**config.mk**
```make
export PLATFORM = sky130hd
export DESIGN_NAME = load_store_unit
export DESIGN_NICKNAME = d
export VERILOG_FILES = /design/src/rtl/lsu_pkg.sv /design/src/rtl/byte_lane_unit.sv /design/src/rtl/load_store_unit.sv
export SDC_FILE = /design/constraint.sdc
export NUM_CORES = 1
export LEC_CHECK = 0
export CAP_MARGIN = 20
export CORE_UTILIZATION = 52
export CTS_CLUSTER_DIAMETER = 200
export DETAILED_ROUTE_END_ITERATION = 8
export HOLD_SLACK_MARGIN = 0.02
export PLACE_DENSITY = 0.87
export SYNTH_ARGS = -nofsm -noshare
export SYNTH_HDL_FRONTEND = slang
export SYNTH_SLANG_ARGS = --single-unit
```
**constraint.sdc**
```tcl
create_clock -name clk -period 4.6 [get_ports clk]
set_input_delay 0.92 -clock clk [delete_from_list [all_inputs] [get_ports clk]]
set_output_delay 0.92 -clock clk [all_outputs]
set_load 0.01 [all_outputs]
```
**src/rtl/lsu_pkg.sv**
```systemverilog
// Shared encodings for the load/store unit: access sizes, FSM states and the
// default memory read latency.
package lsu_pkg;

  localparam int unsigned RD_LAT_DEFAULT = 1;

  typedef enum logic [1:0] {
    SIZE_BYTE = 2'b00,
    SIZE_HALF = 2'b01,
    SIZE_WORD = 2'b10,
    SIZE_RSVD = 2'b11
  } size_e;

  typedef enum logic [2:0] {
    ST_IDLE,
    ST_RD_ISSUE,
    ST_RD_WAIT,
    ST_WRITE,
    ST_RESP
  } state_e;

  // A request is rejected if its size is reserved or its address is not
  // naturally aligned for that size.
  function automatic logic bad_request(input size_e size, input logic [1:0] offset);
    case (size)
      SIZE_HALF: return offset[0];
      SIZE_WORD: return offset != 2'b00;
      SIZE_RSVD: return 1'b1;
      default:   return 1'b0;
    endcase
  endfunction

endpackage

```
**src/rtl/byte_lane_unit.sv**
```systemverilog
// Byte-lane steering for the load/store unit: extracts and extends a load
// result from a memory word and merges sub-word store data into a word.
module byte_lane_unit
  import lsu_pkg::*;
(
  input  logic [31:0] word_i,
  input  logic [1:0]  offset_i,
  input  size_e       size_i,
  input  logic        signed_i,
  input  logic [15:0] store_data_i,
  output logic [31:0] load_data_o,
  output logic [31:0] merged_o
);

  logic [4:0]  byte_sh;
  logic [4:0]  half_sh;
  logic [7:0]  lane_byte;
  logic [15:0] lane_half;

  assign byte_sh   = {offset_i, 3'b000};
  assign half_sh   = {offset_i[1], 4'b0000};
  assign lane_byte = word_i[byte_sh +: 8];
  assign lane_half = word_i[half_sh +: 16];

  // NOTE: every output of a combinational block gets a default first, so no
  // path through the case leaves it unassigned and infers a latch.
  always_comb begin
    load_data_o = word_i;
    merged_o    = word_i;
    case (size_i)
      SIZE_BYTE: begin
        load_data_o             = {{24{signed_i & lane_byte[7]}}, lane_byte};
        merged_o[byte_sh +: 8]  = store_data_i[7:0];
      end
      SIZE_HALF: begin
        load_data_o             = {{16{signed_i & lane_half[15]}}, lane_half};
        merged_o[half_sh +: 16] = store_data_i;
      end
      default: ;
    endcase
  end

endmodule

```
**src/rtl/load_store_unit.sv**
```systemverilog
// Single-outstanding load/store unit: aligns CPU byte accesses onto a word
// memory, doing read-modify-write for sub-word stores.
module load_store_unit
  import lsu_pkg::*;
#(
  parameter int unsigned RD_LAT = RD_LAT_DEFAULT
) (
  input  logic        clk,
  input  logic        reset,
  input  logic        req_valid,
  output logic        req_ready,
  input  logic        req_store,
  input  logic [1:0]  req_size,
  input  logic        req_signed,
  input  logic [31:0] req_addr,
  input  logic [31:0] req_wdata,
  output logic        resp_valid,
  output logic [31:0] resp_rdata,
  output logic        resp_err,
  output logic [31:0] mem_addr,
  output logic [31:0] mem_wdata,
  output logic        mem_ren,
  output logic        mem_wen,
  input  logic [31:0] mem_rdata
);

  state_e      state_q, state_d;
  logic        store_q, store_d;
  size_e       size_q, size_d;
  logic        signed_q, signed_d;
  logic        err_q, err_d;
  logic [31:0] addr_q, addr_d;
  logic [15:0] st_data_q, st_data_d;
  logic [1:0]  cnt_q, cnt_d;
  logic [31:0] rdata_q, rdata_d;
  logic [31:0] wdata_q, wdata_d;

  logic        req_bad;
  logic        last_wait;
  logic [31:0] lane_load;
  logic [31:0] lane_merged;

  assign req_bad   = bad_request(size_e'(req_size), req_addr[1:0]);
  assign last_wait = (state_q == ST_RD_WAIT) && (cnt_q == 2'(RD_LAT - 1));

  byte_lane_unit u_lanes (
    .word_i       (mem_rdata),
    .offset_i     (addr_q[1:0]),
    .size_i       (size_q),
    .signed_i     (signed_q),
    .store_data_i (st_data_q),
    .load_data_o  (lane_load),
    .merged_o     (lane_merged)
  );

  // NOTE: sequential state uses non-blocking assignments so every register
  // samples pre-edge values regardless of block ordering.
  always_ff @(posedge clk) begin
    if (reset) state_q <= ST_IDLE;
    else       state_q <= state_d;
  end

  always_comb begin
    state_d = state_q;
    case (state_q)
      ST_IDLE: begin
        if (req_valid) begin
          if (req_bad)                                   state_d = ST_RESP;
          else if (req_store && (req_size == SIZE_WORD)) state_d = ST_WRITE;
          else                                           state_d = ST_RD_ISSUE;
        end
      end
      ST_RD_ISSUE: state_d = ST_RD_WAIT;
      ST_RD_WAIT:  if (last_wait) state_d = store_q ? ST_WRITE : ST_RESP;
      ST_WRITE:    state_d = ST_RESP;
      ST_RESP:     state_d = ST_IDLE;
      default:     state_d = ST_IDLE;
    endcase
  end

  always_comb begin
    req_ready  = (state_q == ST_IDLE);
    mem_ren    = (state_q == ST_RD_ISSUE);
    mem_wen    = (state_q == ST_WRITE);
    resp_valid = (state_q == ST_RESP);
    resp_err   = (state_q == ST_RESP) && err_q;
  end

  // Datapath: request capture on acceptance, read-data capture on the last
  // wait edge (load result or merged store word).
  always_comb begin
    store_d   = store_q;
    size_d    = size_q;
    signed_d  = signed_q;
    err_d     = err_q;
    addr_d    = addr_q;
    st_data_d = st_data_q;
    cnt_d     = cnt_q;
    rdata_d   = rdata_q;
    wdata_d   = wdata_q;
    case (state_q)
      ST_IDLE: begin
        if (req_valid) begin
          store_d   = req_store;
          size_d    = size_e'(req_size);
          signed_d  = req_signed;
          err_d     = req_bad;
          addr_d    = req_addr;
          st_data_d = req_wdata[15:0];
          rdata_d   = '0;
          wdata_d   = (req_store && (req_size == SIZE_WORD) && !req_bad) ? req_wdata : '0;
        end
      end
      ST_RD_ISSUE: cnt_d = '0;
      ST_RD_WAIT: begin
        cnt_d = cnt_q + 2'd1;
        if (last_wait) begin
          if (store_q) wdata_d = lane_merged;
          else         rdata_d = lane_load;
        end
      end
      default: ;
    endcase
  end

  always_ff @(posedge clk) begin
    if (reset) begin
      store_q   <= 1'b0;
      size_q    <= SIZE_BYTE;
      signed_q  <= 1'b0;
      err_q     <= 1'b0;
      addr_q    <= '0;
      st_data_q <= '0;
      cnt_q     <= '0;
      rdata_q   <= '0;
      wdata_q   <= '0;
    end else begin
      store_q   <= store_d;
      size_q    <= size_d;
      signed_q  <= signed_d;
      err_q     <= err_d;
      addr_q    <= addr_d;
      st_data_q <= st_data_d;
      cnt_q     <= cnt_d;
      rdata_q   <= rdata_d;
      wdata_q   <= wdata_d;
    end
  end

  assign mem_addr   = {addr_q[31:2], 2'b00};
  assign mem_wdata  = wdata_q;
  assign resp_rdata = rdata_q;

endmodule

```
==> impl_metrics.csv <==
group,metric,value,unit
outcome,status,"complete, no violations",
layout,final_common_cell,"clkdlybuf4s50_1",
critical_path,critPathRequiredTime,3680,ps
global_routing,grt_max_degree,76,
floorplan,die_h,116.2,µm
detailed_routing,first_pass_iters,6,
timing,fin_skew,5.927,ps
layout,most-common-layout-cells,"200 x clkdlybuf4s50_1, 150 x nand2_1, 121 x dfxtp_1",
power,swShare,26.77,%
timing,min_period,2867,ps
place,placed_area,8521,µm²
synthesis,synth_edf_count,0,
global_routing,antenna_found_initial,0,
cts,clk_pin_slew,50,ps
run,maxCapViolCount,0,
detailed_routing,post_drt_wl_per_cell,18.19,µm
cts,cts_tree,"done",
cts,hold_buffers,0,
floorplan,ioPinCount,204,
synthesis,syn_inst,848,
synthesis,ys_top_cells_by_area,"dfxtp_1 36%, nand2_1 8.3%, a21oi_1 6.4%, buf_4 3.7%, a32oi_1 3.6%",
layout,drive_gt1_share,5.876,%
cts,cts_sinks,122,
detailed_routing,via_per_inst,5.960,
floorplan,rows,41,
cts,cts_made_buffers,17,
critical_path,crit_path_max_incr_delay,620,ps
layout,fin_util,71.89,%
critical_path,slowest_stage,"clkdlybuf4s50_1",
floorplan,start_util,53.55,%
floorplan,die_width,116.2,µm
layout,synthToLayoutAreaGrowth,34.24,%
timing,max_freq,0.3488,GHz
floorplan,core_area,12670,µm²
timing,slew_headroom,23.40,%
power,peakVddDrop,0.2719,mV
min_path,hold_class,"register to register",
timing,finalWorstSetupSlack,1733,ps
layout,num-fill-cells,997,
power,seq_power_share,38.3,%
layout,multi_input_area,3736,µm²
layout,diodes,0,
synthesis,synth_top_area_share,35.99,%
power,clock_power_share,43.9,%
timing,finalMaxSlewViolations,0,
synthesis,synth.largest_area_cell,"dfxtp_1",
synthesis,synth.avg_cell_area,8.001,µm²
synthesis,syn_area,6785,µm²
synthesis,synth-main-ff-cell,"dfxtp_1",
synthesis,async_flop_share,0,%
power,netSwitchingPower,0.8141,mW
cts,htree_num_levels,4,
critical_path,crit_arrival,1950,ps
timing,hold_viol_final,0,
power,power.density,333.9,nW/µm²
power,p_int,2.227,mW
detailed_routing,drc,0,
synthesis,yosysWarnings,0,
cts,cts.path.max_buffers,2,
synthesis,yosysUniqueCellTypes,56,
place,hpwl,14.70,mm
timing,holdWs,450.4,ps
cts,cts-root-buf,"clkbuf_16",
timing,tns,0,ps
place,preCtsSetupSlack,1578,ps
layout,register_area,2444,µm²
detailed_routing,ant_nets,0,
timing,setup_viol,0,
critical_path,crit_type,"register to output port",
detailed_routing,wl,21.08,mm
layout,final_nets,1083,
place,io_buffers,201,
global_routing,grt_pass1_vias,6588,
detailed_routing,drtIter0Drc,592,
global_routing,grt_use_total,31.64,%
detailed_routing,route.vias.total,6908,
timing,tightest_slew,1147,ps
synthesis,seq_area_frac_synth,35.99,%
cts,postCtsSetupBuffers,0,
critical_path,critPathMaxFanout,11,
cts,clk_latency,420,ps
critical_path,crit_chain,"nor3b_1 -> clkdlybuf4s50_1",
floorplan,die_area,13510,µm²
global_routing,gr-total-overflow,0,
power,pwr-share-comb,17.9,%
cts,cts_resized,0,
timing,rsz0062_at_grt,"no",
timing,fin_crit_sh,62.33,%
critical_path,cp-start-kind,"register",
layout,final_area,9109,µm²
power,leakage,3.147,nW
critical_path,crit_path_end_kind,"output port",
synthesis,synth-seq-cells,122,
place,gp_congestion,0.9453,
global_routing,grt_pass1_wl,32.71,mm
==> routing by layer <==
layer | wire [µm] | vias up | part of all wire (%) | GRT usage (%)
li1 | - | 3275 | - | -
met1 | 8247 | 3147 | 39 | 38.12
met2 | 9319 | 420 | 44 | 49.07
met3 | 2453 | 66 | 12 | 10.79
met4 | 1058 | 0 | 5.0 | 18.38
met5 | 0 | - | 0 | 0
==> worst paths after layout <==
kind / cells past startpoint / slack, ps / startpoint / end
setup / recovery: 2 / 1730 / state_q[0] / mem_ren
hold / removal: 2 / 450 / addr_q[7] / addr_q[7]
setup reg to reg: 6 / 1790 / addr_q[0] / mem_wdata[11]
hold reg to reg: 2 / 450 / addr_q[7] / addr_q[7]
==> power groups by stage <==
stage               Combinational, mW  Sequential (mW)  Clock (mW)
floorplan                       0.351             1.15           0
global placement                0.527             1.18           0
detailed placement              0.532             1.18           0
CTS                             0.537             1.16        1.35
global route                    0.588             1.17        1.40
finish                          0.543             1.16        1.33
==> worst max-delay path, delay by kind of cell (launching register included) <==
family,cells,cell delay (ps)
flip-flops,1,520
buffers and inverters,1,620
AND/OR/NAND/NOR,1,390
==> state kept, by name, indices dropped and copies added, names as in the netlist <==
name / cells
state_q: 3
store_q: 1
size_q: 2
cnt_q: 2
addr_q: 32
st_data_q: 16
mem_wdata: 32
signed_q: 1
err_q: 1
resp_rdata: 32
==> cell usage after synthesis (all sizes together) (4+ instances only) <==
cell type	number
a32oi	28
mux2i	9
nor3b	15
and2	16
a21oi	87
nor2	18
and3b	18
clkbuf	34
o21bai	4
a31oi	30
a211oi	5
mux4	4
o22a	5
a22oi	16
or3	4
buf	72
o21ai	50
nor3	11
a32o	8
nor2b	20
dfxtp	122
a21o	28
nand2	150
nand3	29
nand2b	10
inv	9
o2bb2ai	4
ha	6
==> layout make-up <==
cell class | count | share of cell area [%]
Inverter | 9 | 0.3709
Clock buffer | 23 | 5.137
Clock inverter | 9 | 1.319
Multi-Input combinational cell | 612 | 41.02
Tap cell | 172 | 2.363
Sequential cell | 122 | 26.83
Timing Repair Buffer | 212 | 22.97
==> logic make-up (layout without fill, tap and decap cells) <==
kind of cell / after synthesis / count (layout) / synth area share [%]
flops: 122 / 122 / 35.99
buf+inv: 115 / 253 / 9.072
simple gates: 305 / 305 / 23.42
compound gates: 283 / 283 / 27.20
mux: 16 / 16 / 3.153
other cells: 1 / 2 / 0.05527
fa+ha+maj: 6 / 6 / 1.106
==> stage by stage <==
stage / std cells / power, mW
after global routing: 1159 / 3.161
after floorplan: 849 / 1.503
after detailed placement: 1127 / 1.715
after CTS: 1159 / 3.045
final: 1159 / 3.041
after global placement: 1127 / 1.709
(Power assumes the default switching activity.)
